File: src/rtl/display_scan_controller_pkg.sv
// Shared types and constants for the seven-segment display scanner.
// Holds the FSM state encoding, the blank code and the width helpers.
package disp_pkg;

  typedef enum logic [1:0] {
    IDLE = 2'd0,
    SHOW = 2'd1,
    GAP  = 2'd2
  } scan_state_e;

  localparam logic [3:0] BCD_BLANK  = 4'hF;
  localparam int         MAX_DIGITS = 8;

  // Anode vector with the low n bits set; every digit is dark when all ones.
  function automatic logic [MAX_DIGITS-1:0] anodes_off(input int n);
    logic [MAX_DIGITS-1:0] m;
    m = '0;
    for (int i = 0; i < MAX_DIGITS; i++) begin
      if (i < n) m[i] = 1'b1;
    end
    return m;
  endfunction

  function automatic int idx_width(input int n);
    return (n <= 2) ? 1 : $clog2(n);
  endfunction

  function automatic int timer_width(input int a, input int b);
    int m;
    m = (a > b) ? a : b;
    return $clog2(m + 1);
  endfunction

endpackage

File: src/rtl/display_scan_controller_if.sv
// Bundle between the BCD datapath and the display scanner.
// The datapath side is the master; the scanner is the slave.
interface display_scan_controller_if #(
  parameter int NUM_DIGITS = 4
);
  logic                    enable;
  logic                    load;
  logic [4*NUM_DIGITS-1:0] digitos;
  logic                    blank_leading;
  logic [3:0]              bcd_sel;
  logic [NUM_DIGITS-1:0]   anodos;
  logic                    frame_done;

  modport master (
    output enable, load, digitos, blank_leading,
    input  bcd_sel, anodos, frame_done
  );

  modport slave (
    input  enable, load, digitos, blank_leading,
    output bcd_sel, anodos, frame_done
  );
endinterface

File: src/rtl/display_scan_controller_scan_slot_timer.sv
// Loadable down-counter timing one scan slot; tc_o is high while the count is zero.
// A slot of N cycles is obtained by loading N-1 on entry.
module scan_slot_timer #(
  parameter int TW = 3
) (
  input  logic          clk,
  input  logic          rst_n,
  input  logic          clear_i,
  input  logic          load_i,
  input  logic [TW-1:0] load_val_i,
  output logic          tc_o
);

  logic [TW-1:0] count_q;
  logic [TW-1:0] count_d;

  always_comb begin
    count_d = count_q;
    if (clear_i) begin
      count_d = '0;
    end else if (load_i) begin
      count_d = load_val_i;
    end else if (count_q != '0) begin
      count_d = count_q - 1'b1;
    end
  end

  always_ff @(posedge clk or negedge rst_n) begin
    if (!rst_n) begin
      count_q <= '0;
    end else begin
      count_q <= count_d;
    end
  end

  assign tc_o = (count_q == '0);

endmodule

File: src/rtl/display_scan_controller.sv
// Time-multiplexes one external BCD-to-7-segment decoder over NUM_DIGITS
// common-anode digits, with optional blank gap and leading-zero suppression.
module display_scan_controller
  import disp_pkg::*;
#(
  parameter int NUM_DIGITS  = 4,
  parameter int REFRESH_DIV = 50000,
  parameter int BLANK_GAP   = 2
) (
  input logic                     clk,
  input logic                     rst_n,
  display_scan_controller_if.slave bus
);

  localparam int IW = idx_width(NUM_DIGITS);
  localparam int TW = timer_width(REFRESH_DIV, BLANK_GAP);

  localparam bit                    HAS_GAP    = (BLANK_GAP > 0);
  localparam logic [IW-1:0]         LAST_IDX   = IW'(NUM_DIGITS - 1);
  localparam logic [TW-1:0]         SHOW_LOAD  = TW'(REFRESH_DIV - 1);
  localparam logic [TW-1:0]         GAP_LOAD   = HAS_GAP ? TW'(BLANK_GAP - 1) : '0;
  localparam logic [MAX_DIGITS-1:0] OFF_FULL   = anodes_off(NUM_DIGITS);
  localparam logic [NUM_DIGITS-1:0] ANODES_OFF = OFF_FULL[NUM_DIGITS-1:0];

  scan_state_e             state_q;
  logic [IW-1:0]           index_q;
  logic [4*NUM_DIGITS-1:0] shadow_q;
  logic [4*NUM_DIGITS-1:0] pending_q;
  logic                    pending_vld_q;
  logic                    frame_start_q;
  logic [NUM_DIGITS-1:0]   anodos_q;
  logic [3:0]              bcd_sel_q;
  logic                    frame_done_q;

  logic [NUM_DIGITS-1:0]   anodos_d;
  logic [3:0]              bcd_sel_d;
  logic                    frame_done_d;
  logic [IW-1:0]           index_next;
  logic                    index_wrap;
  logic [NUM_DIGITS-1:0]   lead_blank;
  logic                    upper_zero;
  logic [3:0]              sel_nib;
  logic                    sel_blank;

  logic                    tmr_clear;
  logic                    tmr_load;
  logic [TW-1:0]           tmr_load_val;
  logic                    tmr_tc;

  assign index_wrap = (index_q == LAST_IDX);
  assign index_next = index_wrap ? '0 : index_q + 1'b1;

  // Each slot length is armed on the cycle the previous slot ends.
  assign tmr_clear    = !bus.enable;
  assign tmr_load     = bus.enable && ((state_q == IDLE) || tmr_tc);
  assign tmr_load_val = ((state_q == SHOW) && HAS_GAP) ? GAP_LOAD : SHOW_LOAD;

  scan_slot_timer #(
    .TW(TW)
  ) u_timer (
    .clk       (clk),
    .rst_n     (rst_n),
    .clear_i   (tmr_clear),
    .load_i    (tmr_load),
    .load_val_i(tmr_load_val),
    .tc_o      (tmr_tc)
  );

  // A digit above zero is dark when it and every more significant digit are zero.
  always_comb begin
    lead_blank = '0;
    upper_zero = 1'b1;
    for (int i = NUM_DIGITS - 1; i >= 0; i--) begin
      upper_zero    = upper_zero && (shadow_q[4*i +: 4] == 4'h0);
      lead_blank[i] = (i != 0) && upper_zero;
    end
  end

  always_comb begin
    sel_nib   = '0;
    sel_blank = 1'b0;
    anodos_d  = ANODES_OFF;
    for (int i = 0; i < NUM_DIGITS; i++) begin
      if (IW'(i) == index_q) begin
        sel_nib   = shadow_q[4*i +: 4];
        sel_blank = lead_blank[i];
      end
    end
    bcd_sel_d    = BCD_BLANK;
    frame_done_d = 1'b0;
    if (bus.enable && (state_q == SHOW)) begin
      for (int i = 0; i < NUM_DIGITS; i++) begin
        if (IW'(i) == index_q) anodos_d[i] = 1'b0;
      end
      bcd_sel_d    = (bus.blank_leading && sel_blank) ? BCD_BLANK : sel_nib;
      frame_done_d = frame_start_q;
    end
  end

  always_ff @(posedge clk or negedge rst_n) begin
    if (!rst_n) begin
      state_q       <= IDLE;
      index_q       <= '0;
      shadow_q      <= '0;
      pending_q     <= '0;
      pending_vld_q <= 1'b0;
      frame_start_q <= 1'b0;
      anodos_q      <= ANODES_OFF;
      bcd_sel_q     <= BCD_BLANK;
      frame_done_q  <= 1'b0;
    end else begin
      frame_start_q <= 1'b0;
      anodos_q      <= anodos_d;
      bcd_sel_q     <= bcd_sel_d;
      frame_done_q  <= frame_done_d;
      case (state_q)
        IDLE: begin
          if (bus.load) shadow_q <= bus.digitos;
          if (bus.enable) begin
            state_q <= SHOW;
            index_q <= '0;
          end
        end
        SHOW: begin
          // A new value only reaches the shadow when the slot ends, so a lit digit never changes.
          if (!bus.enable || tmr_tc) begin
            if (bus.load) begin
              shadow_q <= bus.digitos;
            end else if (pending_vld_q) begin
              shadow_q <= pending_q;
            end
            pending_vld_q <= 1'b0;
            if (!bus.enable) begin
              state_q <= IDLE;
              index_q <= '0;
            end else if (HAS_GAP) begin
              state_q <= GAP;
            end else begin
              index_q       <= index_next;
              frame_start_q <= index_wrap;
            end
          end else if (bus.load) begin
            pending_q     <= bus.digitos;
            pending_vld_q <= 1'b1;
          end
        end
        GAP: begin
          if (bus.load) shadow_q <= bus.digitos;
          if (!bus.enable) begin
            state_q <= IDLE;
            index_q <= '0;
          end else if (tmr_tc) begin
            state_q       <= SHOW;
            index_q       <= index_next;
            frame_start_q <= index_wrap;
          end
        end
        default: begin
          state_q <= IDLE;
          index_q <= '0;
        end
      endcase
    end
  end

  assign bus.anodos     = anodos_q;
  assign bus.bcd_sel    = bcd_sel_q;
  assign bus.frame_done = frame_done_q;

endmodule

File: src/flat_wrapper.sv
// flat-port wrapper written by rule: the top's interface ports become plain ports
module display_scan_controller_flat import disp_pkg::*;
#(
  parameter int NUM_DIGITS  = 4,
  parameter int REFRESH_DIV = 50000,
  parameter int BLANK_GAP   = 2
)
  (clk, rst_n, bus_enable, bus_load, bus_digitos, bus_blank_leading, bus_bcd_sel, bus_anodos, bus_frame_done);
  display_scan_controller_if #(.NUM_DIGITS(NUM_DIGITS)) bus_i ();
  input logic clk;
  input logic rst_n;
  input wire logic [$bits(bus_i.enable)-1:0] bus_enable;
  input wire logic [$bits(bus_i.load)-1:0] bus_load;
  input wire logic [$bits(bus_i.digitos)-1:0] bus_digitos;
  input wire logic [$bits(bus_i.blank_leading)-1:0] bus_blank_leading;
  output wire logic [$bits(bus_i.bcd_sel)-1:0] bus_bcd_sel;
  output wire logic [$bits(bus_i.anodos)-1:0] bus_anodos;
  output wire logic [$bits(bus_i.frame_done)-1:0] bus_frame_done;
  assign bus_i.enable = bus_enable;
  assign bus_i.load = bus_load;
  assign bus_i.digitos = bus_digitos;
  assign bus_i.blank_leading = bus_blank_leading;
  assign bus_bcd_sel = bus_i.bcd_sel;
  assign bus_anodos = bus_i.anodos;
  assign bus_frame_done = bus_i.frame_done;
  display_scan_controller #(.NUM_DIGITS(NUM_DIGITS), .REFRESH_DIV(REFRESH_DIV), .BLANK_GAP(BLANK_GAP)) u_core (.clk(clk), .rst_n(rst_n), .bus(bus_i));
endmodule
File: config.mk
export PLATFORM = sky130hd
export DESIGN_NAME = display_scan_controller_flat
export DESIGN_NICKNAME = d
export VERILOG_FILES = /design/src/rtl/display_scan_controller_pkg.sv /design/src/rtl/display_scan_controller_if.sv /design/src/rtl/display_scan_controller_scan_slot_timer.sv /design/src/rtl/display_scan_controller.sv /design/src/flat_wrapper.sv
export SDC_FILE = /design/constraint.sdc
export NUM_CORES = 1
export LEC_CHECK = 0
export BUFFER_PORTS_ARGS = -buffer_cell sky130_fd_sc_hd__buf_2
export CAP_MARGIN = 10
export CORE_AREA = 5 5 95 141
export CTS_BUF_LIST = sky130_fd_sc_hd__clkbuf_16
export CTS_CLUSTER_SIZE = 25
export DETAILED_ROUTE_END_ITERATION = 10
export DIE_AREA = 0 0 100 146
export PLACE_DENSITY = 0.38
export SLEW_MARGIN = 20
export SYNTH_ARGS = -nofsm -noshare
export SYNTH_HDL_FRONTEND = slang
export SYNTH_SLANG_ARGS = --single-unit
File: constraint.sdc
create_clock -name clk -period 2.6 [get_ports clk]
set_input_delay 0.13 -clock clk [delete_from_list [all_inputs] [get_ports clk]]
set_output_delay 0.13 -clock clk [all_outputs]
set_load 0.02 [all_outputs]
## Word level (Yosys, flattened, before mapping)

Cells that the tools add are included.

| storage, ports and cells | value |
|---|---|
| register bits | 63 |
| output and inout port bits | 9 |

| cells by class | value |
|---|---|
| add/sub/neg operators | 2 |
| eq/ne operators | 13 |
| muxes and demuxes | 42 |
| bitwise operators | 1 |
| reduce and logical (&&, ||, !) cells | 23 |

Operator list:

| cell | number |
|---|---|
| $mux 16 | 8 |
| $pmux 16 s2 | 1 |
| $mux 4 | 7 |
| $mux 2 | 11 |
| $logic_not 16->1 | 1 |
| $reduce_bool 16->1 | 1 |
| $sub 16x1->16 const B | 1 |
| $mux 1 | 13 |
| $logic_not 4->1 | 3 |
| $pmux 2 s3 | 2 |
| $reduce_and 4->1 | 2 |
| $ne 2x2->1 const B | 3 |
| $ne 3x2->1 const B | 2 |
| $reduce_and 3->1 | 2 |
| $logic_and 1x1->1 | 5 |
| $eq 2x2->1 const A | 2 |
| $eq 2x2->1 const B | 2 |
| $logic_not 2->1 | 2 |
| $reduce_bool 2->1 | 2 |
| $ne 3x1->1 const B | 1 |
| $add 2x1->2 const B | 1 |
| $eq 1x2->1 const A | 1 |
| $eq 2x1->1 const B | 1 |
| $logic_or 1x1->1 | 2 |
| other kinds (5) | 5 |

## Logic depth before layout (Yosys ltp)

Gate-level depths: netlist of the first run.

| logic depth | value |
|---|---|
| depth after elaboration | 9 |
| gate-level depth with buffers | 8 |
| gate-level depth less buffers | 6 |

## Hierarchy

Synthesis of the first run repeated with hierarchy kept, for this count alone.

| second synthesis, totals | value |
|---|---|
| cells, all modules | 313 |
| area total of the unflattened synthesis | 3230.6 µm² |

By module, submodules not included:

| module | times used | cells each | area each (µm²) | sequential area each (µm²) |
|---|---|---|---|---|
| display_scan_controller | 1 | 200 | 2223.4 | 1186.1 |
| scan_slot_timer | 1 | 113 | 1007.2 | 400.4 |

## Worst setup path after synthesis of the first run

Ideal clock, no wire load.

| path | value |
|---|---|
| kind | register to register |
| start point | register u_core.u_timer.count_q[0] |
| end point | register u_core.shadow_q[0] |
| library setup time | 0.125 ns |
| arrival | 2.125 ns |
| required time | 2.475 ns |
| setup slack | 0.350 ns |
| cell stages (with the launch flop) | 8 |
| path buffers | 1 |
| period minus slack after synthesis | 2.250 ns |
| path through | dfrtp_1 inv_1 ha_1 nor3b_4 nand4_2 a221oi_4 buf_8 mux2_2 |

| between the ends | value |
|---|---|
| longest elaborated chain between the ends | 4 |

Ends and longest elaborated chain:

| what | RTL line | source |
|---|---|---|
| from (decl) | display_scan_controller_scan_slot_timer.sv:14 | `logic [TW-1:0] count_q;` |
| from (signal assigned) | display_scan_controller_scan_slot_timer.sv:32 | `count_q <= count_d;` |
| $logic_not 16->1 | display_scan_controller_scan_slot_timer.sv:36 | `assign tc_o = (count_q == '0);` |
| $logic_or 1x1->1 | display_scan_controller.sv:126 | `if (!bus.enable \|\| tmr_tc) begin` |
| $ne 2x2->1 (no source line) | -- |  |
| $reduce_and 4->1 (no source line) | -- |  |
| to (signal assigned) | display_scan_controller.sv:128 | `shadow_q <= bus.digitos;` |
| to (signal assigned) | display_scan_controller.sv:130 | `shadow_q <= pending_q;` |
| to (signal assigned) | display_scan_controller.sv:148 | `if (bus.load) shadow_q <= bus.digitos;` |
| to (decl) | display_scan_controller.sv:27 | `logic [4*NUM_DIGITS-1:0] shadow_q;` |

Every way passes these cells.
A chain may end at the register's enable or synchronous reset.

## Final worst setup path of the first run

| path | value |
|---|---|
| start point | register u_core.u_timer.count_q[12] |
| end point | register u_core.pending_q[14] |

| between the ends | value |
|---|---|
| longest elaborated chain between the ends | 4 |

Ends and longest elaborated chain:

| what | RTL line | source |
|---|---|---|
| $logic_not 16->1 | display_scan_controller_scan_slot_timer.sv:36 |  |
| $logic_or 1x1->1 | display_scan_controller.sv:126 |  |
| $not 1->1 (no source line) | -- |  |
| $reduce_and 3->1 (no source line) | -- |  |
| to (signal assigned) | display_scan_controller.sv:143 | `pending_q <= bus.digitos;` |
| to (decl) | display_scan_controller.sv:28 | `logic [4*NUM_DIGITS-1:0] pending_q;` |

Every way passes these cells.

==> results of run 1 <==
## routing by layer
metal / wire, um / GRT usage / vias up
met5: 0 / 0 / -
met4: 146 / 0.04855 / 0
met3: 220 / 0.03070 / 10
met2: 3949 / 0.1925 / 35
met1: 2705 / 0.1108 / 1031
li1: - / - / 986
## stage by stage
stage          hold WS (ns)  instance area, um2  power [mW]  setup WS (ns)  cells
2_1_floorplan       -0.1656                3065       1.785         0.3501    250
3_3_place_gp         0.3458                3408       1.991         0.4890    431
5_1_grt             0.03561                3701       3.298         0.3869    448
6_report            0.04300                3701       3.101         0.4987    448
4_1_cts             0.02908                3699       3.165         0.4679    448
3_5_place_dp         0.3460                3408       1.997         0.4808    431
## power by group through the flow
| stage | registers (mW) | logic [mW] | clock network [mW] |
|---|---|---|---|
| after global placement | 1.37 | 0.622 | 0 |
| after detailed placement | 1.37 | 0.624 | 0 |
| after CTS | 1.36 | 0.629 | 1.18 |
| final | 1.35 | 0.615 | 1.13 |
| after floorplan | 1.32 | 0.461 | 0 |
| after global routing | 1.38 | 0.684 | 1.23 |
## area by class of cell
type / count / area [um2] / area share
Sequential cell: 63 / 1587 / 0.4287
Multi-Input combinational cell: 169 / 1380 / 0.3729
Timing Repair Buffer: 41 / 240.2 / 0.06491
Clock buffer: 9 / 225.2 / 0.06085
Tap cell: 153 / 191.4 / 0.05172
Clock inverter: 7 / 55.05 / 0.01487
Inverter: 6 / 22.52 / 0.006085
## how the worst min path moves through the flow
stage | endpoint | slack [ns] | cells after the start
after floorplan | u_core.bus.frame_done | -0.17 | 0
after global placement | u_core.u_timer.count_q[9] | 0.35 | 1
after detailed placement | u_core.u_timer.count_q[9] | 0.35 | 1
after CTS | u_core.pending_q[1] | 0.03 | 2
after global routing | u_core.pending_q[11] | 0.04 | 2
final | u_core.pending_q[1] | 0.04 | 2
## synthesized netlist by cell type (3+ instances only)
cell type	instances
a21oi_1	14
a221oi_1	4
ha_1	5
dfstp_2	8
dfrtp_1	55
nor2_1	13
nand3_1	6
clkbuf_1	8
mux2_2	46
nor4_1	8
inv_1	6
nor2b_1	6
nand4_1	3
o21ai_0	8
nand2_1	12
o311a_1	4
xor2_1	9
xnor2_1	3
## registers in the layout (all words and copies together) (netlist names)
| signal | count |
|---|---|
| u_core.bus.frame_done | 1 |
| u_core.u_timer.count_q | 16 |
| u_core.frame_start_q | 1 |
| u_core.bus.anodos | 4 |
| u_core.shadow_q | 16 |
| u_core.index_q | 2 |
| u_core.state_q | 2 |
| u_core.pending_vld_q | 1 |
| u_core.pending_q | 16 |
| u_core.bus.bcd_sel | 4 |
## kinds of logic after synthesis
kind of cell | count (synthesis)
xor+xnor | 12
fa+ha+maj | 5
flops | 63
simple gates | 63
mux | 50
buf+inv | 18
compound gates | 39
## critical path, stage by stage, from the launching register on
cell     delay, ns
dfrtp_1       0.42
nor4_2        0.41
nand4_2       0.21
buf_4         0.21
and3_2        0.38
mux2_4        0.35
==> results.cfg, run 1 <==
[setup_path]
end_kind = flop
worstSetupStartpoint = u_core.u_timer.count_q[12]
required_ns = 2.81
r2r_cells = 5
worstReg2RegStart = u_core.u_timer.count_q[12]
endpoint = u_core.pending_q[14]
rrSetupSlack_ns = 0.50
crit_type = flop to flop
cp-start-kind = flop
cp.arrival_ns = 2.31
r2r_end = u_core.pending_q[14]
path_max_fanout = 17

[sta]
rsz0062_at_grt = no
slew_headroom = 0.5833
setup_violations = 0
finalSetupTns_ns = 0
finalCritPeriodShare = 0.8082
worst_pin_slew_ns = 0.6208
period_needed_ns = 2.101
report.final.slew_viol_count = 0
finalClockSkew_ns = 0.003821
fmaxAchievable_mhz = 475.9
hold_viol = 0

[pwr]
power.leakage_nw = 1.559
p_int_mw = 2.255
power.switching_mw = 0.8454
p_per_area_nw_per_um2 = 837.8
p_clk_frac = 0.365
power_frac_comb = 0.198
p_seq_frac = 0.437
ir_drop_mv = 0.3583
p_sw_frac = 0.2727

[clocking]
numCtsBuffers = 9
clockRootBuffer = clkbuf_16
cts_resized = 0
cts_htree_levels = 3
cts.sinks = 63
clk_latency_ns = 0.33
cts_tree = built
cts_setup_buffers = 0
cts.path.max_buffers = 2
cts_hold_buf = 1
path_clk_slew_ns = 0.05

[yosys]
synth-simple-area-share = 0.1212
syn_area_um2 = 3065
synthArstFlopShare = 1.000
ys_seq_elements = 63
synth_nets = 276
synth-xor-area-share = 0.03429
synth-edff-count = 0
yosysSeqAreaShare = 0.5176
synth-compound-area-share = 0.08898
syn_area_per_cell_um2 = 12.26
ys.flop_type = dfrtp_1
yosysTopAreaCellShare = 0.4490
synth_area_leaders = dfrtp_1, mux2_2, dfstp_2, xor2_1, a21oi_1
synth_top_family_by_area = multiplexers
synth_top_area_cell = dfrtp_1
synth_warnings = 0
synth_mux_area_frac = 0.1853
synthAdderAreaFrac = 0.02041
netlist_instances = 250
ys_types = 43

[min_path]
min_path_type = input port to flop
min-delay-start = bus_digitos[1]

[cells_and_area]
layout_commonest_cell = dfrtp_1
n_antenna_cell = 0
fill_cells = 1250
finish.utilization = 0.3096
final_layout_size_suffix_gt1_frac = 0.3932
layout_common_cells = dfrtp_1, mux2_2, buf_2
syn_to_final_growth_pct = 20.73
nets = 316

[global_route]
grt_max_degree = 41
grt.total_usage = 0.1062
antenna_found_initial = 0
grt_pass1_vias = 2285
gr-total-overflow = 0
grt_pass1_wl_mm = 11.75

[die]
core_um2 = 11960
die_area_um2 = 14600
num_rows = 49
fp.dieH_um = 146
start_util = 0.2564
dieWidth_um = 100
boundaryPins = 30

[flow_run]
cap_violations = 0

[outcome]
status = finished clean

[drt]
viasPerCell = 4.603
first_pass_iters = 4
drt.antenna.violating_nets = 0
vias = 2062
drc = 0
wl_per_cell_um = 15.67
totalWireLength_mm = 7.021
drt-initial-drc-count = 60

[place]
dp_hpwl_mm = 5.028
gp_congestion = 0.7159
io_buffers = 29
Power figures use the tool's default switching activity.
==> run 2: changes to the inputs <==
clock period = 2.19 ns   (was 2.6 ns; I/O delays follow)
==> run 2 against run 1 <==
  * Largest power group unchanged
  * Sequential share of layout area shrank 1.1 points
  * Critical path type unchanged
  * Via count shrank 0.24%
  * Critical endpoint is now u_core.shadow_q[11]
  * Largest cell class unchanged
  * Highest routed layer unchanged
  * Sequential power grew 19%
  * Wire length grew 0.54%
==> results.cfg, run 2 (same netlist as run 1, synthesis figures left out) <==
[cells_and_area]
syn_to_final_growth_pct = 23.80
final_area_um2 = 3795
final_layout_size_suffix_gt1_frac = 0.4033
layout_commonest_cell = dfrtp_1
final_cells = 453
multi_input_area_um2 = 1389
layout_common_cells = dfrtp_1, mux2_2, buf_2
n_antenna_cell = 0
nets = 321
seqCellArea_um2 = 1587
fill_cells = 1238
reg_top3 = u_core.pending_q x16, u_core.shadow_q x16, u_core.u_timer.count_q x16

[place]
preCtsSetupSlack_ns = 0.2168
gp_congestion = 0.6975
io_buffers = 29
placed_cell_area_um2 = 3480
dp_hpwl_mm = 4.951
dp_cells = 436

[drt]
first_pass_iters = 4
drt-initial-drc-count = 57
met1_length_mm = 2.876
drc = 0
met3_length_um = 246
top_layer = met4
viasPerCell = 4.541
wl_per_cell_um = 15.58
vias = 2057
drt.antenna.violating_nets = 0
totalWireLength_mm = 7.059
wl_met2_mm = 3.784

[sta]
hold_viol = 0
slew_headroom = 0.6914
fin_ws_ns = 0.2233
report.final.slew_viol_count = 0
finalSetupTns_ns = 0
worst_pin_slew_ns = 0.4629
rsz0062_at_grt = no
period_needed_ns = 1.967
finalClockSkew_ns = 0.005163
finalCritPeriodShare = 0.8980
hold_ws_ns = 0.02009
setup_violations = 0
fmaxAchievable_mhz = 508.5

[clocking]
clockRootBuffer = clkbuf_16
clk_latency_ns = 0.33
cts.path.max_buffers = 2
cts_tree = built
path_clk_slew_ns = 0.05
numCtsBuffers = 9
cts_setup_buffers = 0
cts_htree_levels = 3
cts.sinks = 63

[die]
boundaryPins = 30
die_area_um2 = 14600
dieWidth_um = 100
num_rows = 49
core_um2 = 11960
fp.dieH_um = 146
start_util = 0.2564

[setup_path]
cp-start-kind = flop
path_max_fanout = 16
crit_type = flop to flop
cp.arrival_ns = 2.18
required_ns = 2.41
end_kind = flop

[flow_run]
cap_violations = 0

[global_route]
grt_pass1_wl_mm = 11.83
grt.total_usage = 0.1076
gr-total-overflow = 0
antenna_found_initial = 0
grt_pass1_vias = 2230
grt_max_degree = 64

[outcome]
status = finished clean

[pwr]
power.leakage_nw = 1.605
ir_drop_mv = 0.4176
p_per_area_nw_per_um2 = 1019

[min_path]
min_path_type = input port to flop
## run 2: cell count changes in the layout (fill, tap and decap cells not counted), sizes merged
cell    change
bufinv      +1
buf         +5
inv         +1
clkinv      -2
## run 2: worst max-delay path, stage by stage, from the launching register on
cell	delay, ns
dfrtp_1	0.40
inv_1	0.07
ha_1	0.18
nor3b_4	0.24
nand4_4	0.13
a221oi_4	0.29
buf_12	0.19
mux2_2	0.34
## run 2: per-layer routing
layer / track usage / vias up
li1: - / 993
met1: 0.1241 / 1014
met2: 0.1811 / 38
met3: 0.03645 / 12
met4: 0.04316 / 0
met5: 0 / -
## run 2: layout make-up
cell class                 instances  share of cell area
clock buffer                       9             0.05935
clock inverter                     7             0.02110
inverter                           6            0.005935
multi-input combinational        169              0.3660
sequential                        63              0.4181
tap                              153             0.05045
timing repair buffer              46             0.07913
## run 2: timing repair
item	CTS	global route
hold buffers	1	0
hold endpoints to repair	55	0
resized for setup	0	0
## run 2: path summary, 6_finish.rpt
check / cells past startpoint / startpoint / end / slack [ns]
worst max-delay path: 7 / u_core.u_timer.count_q[0] / u_core.shadow_q[11] / 0.22
worst min-delay path: 2 / bus_digitos[0] / u_core.pending_q[0] / 0.02
worst max register to register: 7 / u_core.u_timer.count_q[0] / u_core.shadow_q[11] / 0.22
worst min register to register: 1 / u_core.frame_start_q / u_core.bus.frame_done / 0.45
max in group asynchronous: 3 / rst_n / u_core.bus.anodos[2] / 1.50
min in group asynchronous: 3 / rst_n / u_core.u_timer.count_q[7] / 0.35
## run 2: where the power goes
group | leakage, nW | internal (mW) | switching, mW | total [mW]
combinational | 0.680 | 0.437 | 0.359 | 0.796
clock | 0.157 | 0.977 | 0.498 | 1.47
sequential | 0.768 | 1.42 | 0.179 | 1.60
## run 2: through the flow
step           utilization  power, mW
6_report            0.3174      3.866
5_1_grt             0.3174      4.102
4_1_cts             0.3174      3.934
3_5_place_dp        0.2911      2.423
3_3_place_gp        0.2911      2.409
2_1_floorplan            -      2.130
==> run 3: changes to the inputs <==
clock period = 2.3 ns   (was 2.19 ns; I/O delays follow)
==> run 3 against run 2 <==
  * Worst setup slack got worse by 0.014 ns
  * Die area did not move
  * Clock skew rose by 0.0016 ns
  * Utilization fell by 0.47 points
  * Sequential cell count did not move
  * Sequential power fell by 5%
  * Sequential share of layout area rose by 0.63 points
  * Design area fell by 1.5%
  * Critical path depth fell by 2
  * Fmax fell by 5.9%
  * Highest routed layer unchanged
  * Wire length fell by 1.3%
==> results.cfg, run 3 (same netlist as run 1, synthesis figures left out) <==
[cells_and_area]
n_antenna_cell = 0
layout_common_cells = dfrtp_1, mux2_2, buf_2
layout_commonest_cell = dfrtp_1
final_layout_size_suffix_gt1_frac = 0.3973
nets = 318
reg_top3 = u_core.pending_q x16, u_core.shadow_q x16, u_core.u_timer.count_q x16
final_cells = 450
fill_cells = 1252
syn_to_final_growth_pct = 21.96
final_area_um2 = 3739

[outcome]
status = finished clean

[setup_path]
end_kind = flop
required_ns = 2.50
cp.arrival_ns = 2.29
path_max_fanout = 16
crit_type = flop to flop
cp-start-kind = flop

[global_route]
gr-total-overflow = 0
grt_pass1_vias = 2359
grt_max_degree = 38
grt_pass1_wl_mm = 11.66
grt.total_usage = 0.1029
antenna_found_initial = 0

[sta]
finalSetupTns_ns = 0
slew_headroom = 0.5554
worst_pin_slew_ns = 0.6669
hold_viol = 0
rsz0062_at_grt = no
fmaxAchievable_mhz = 478.2
report.final.slew_viol_count = 0
setup_violations = 0
finalClockSkew_ns = 0.006730
period_needed_ns = 2.091
finalCritPeriodShare = 0.9092

[place]
dp_cells = 433
placed_cell_area_um2 = 3448
dp_hpwl_mm = 5.089
gp_congestion = 0.7341
io_buffers = 29

[pwr]
p_seq_frac = 0.432
p_clk_frac = 0.364
power_frac_comb = 0.204
power.switching_mw = 0.9539
power.leakage_nw = 1.577
ir_drop_mv = 0.3656
p_int_mw = 2.563
p_sw_frac = 0.2712
p_per_area_nw_per_um2 = 940.7

[die]
fp.dieH_um = 146
die_area_um2 = 14600
boundaryPins = 30
start_util = 0.2564
core_um2 = 11960
num_rows = 49
dieWidth_um = 100

[drt]
drc = 0
wl_per_cell_um = 15.48
drt-initial-drc-count = 45
drt.antenna.violating_nets = 0
vias = 2057
viasPerCell = 4.571
totalWireLength_mm = 6.968
first_pass_iters = 4

[clocking]
numCtsBuffers = 9
cts.path.max_buffers = 2
cts.sinks = 63
clk_latency_ns = 0.32
path_clk_slew_ns = 0.05
cts_htree_levels = 3
cts_tree = built
cts_setup_buffers = 0
clockRootBuffer = clkbuf_16

[min_path]
min_path_type = input port to flop

[flow_run]
cap_violations = 0
run 3: changes by cell type in the layout (fill, tap and decap cells not counted), sizes merged:
cell and change:
clkinv +2, inv -1, buf -3, bufinv -1
run 3: path summary, 6_finish.rpt:
check / startpoint / end / slack [ns] / cells past startpoint
min in group asynchronous: rst_n / u_core.u_timer.count_q[7] / 0.36 / 2
setup reg to reg: u_core.u_timer.count_q[4] / u_core.shadow_q[3] / 0.21 / 5
hold / removal: bus_digitos[7] / u_core.pending_q[7] / 0.04 / 2
setup / recovery: u_core.u_timer.count_q[4] / u_core.shadow_q[3] / 0.21 / 5
max in group asynchronous: rst_n / u_core.shadow_q[4] / 1.30 / 3
hold reg to reg: u_core.frame_start_q / u_core.bus.frame_done / 0.45 / 1
run 3: through the flow:
| stage | setup slack [ns] | power, mW | hold WS [ns] | util |
|---|---|---|---|---|
| floorplan | 0.05009 | 2.018 | -0.1806 | - |
| global placement | 0.2658 | 2.260 | 0.1876 | 0.2884 |
| detailed placement | 0.2419 | 2.272 | 0.1959 | 0.2884 |
| CTS | 0.2137 | 3.588 | 0.02070 | 0.3127 |
| global route | 0.1044 | 3.723 | 0.02847 | 0.3127 |
| finish | 0.2089 | 3.517 | 0.03585 | 0.3127 |
run 3: worst max-delay path, stage by stage, from the launching register on:
cell      delay, ns
dfrtp_1        0.43
nor4_1         0.46
nand4_2        0.22
a221oi_4       0.33
buf_12         0.19
mux2_2         0.34
run 3: area by class of cell:
cell class,instances,area (um2),share of cell area
sequential,63,1587,0.4244
multi-input combinational,169,1380,0.3691
timing repair buffer,43,277.8,0.07430
clock buffer,9,225.2,0.06024
tap,153,191.4,0.05120
clock inverter,7,55.05,0.01473
inverter,6,22.52,0.006024
run 3: metal layers:
metal	up-vias	GRT usage	wire length, um
met3	7	0.02446	196
met5	-	0	0
met4	0	0.04450	99
met2	26	0.1918	3977
li1	990	-	-
met1	1034	0.1069	2695
run 3: power groups by stage:
stage                     logic [mW]  registers (mW)  clock network, mW
after CTS                      0.735            1.52               1.33
final                          0.718            1.52               1.28
after global routing           0.803            1.55               1.37
after detailed placement       0.728            1.54                  0
after global placement         0.722            1.54                  0
after floorplan                0.522            1.50                  0
run 3: timing repair:
action                    in CTS  in global routing
hold buffers                   1                  0
hold endpoints to repair      18                  0
gates resized for setup        0                  0
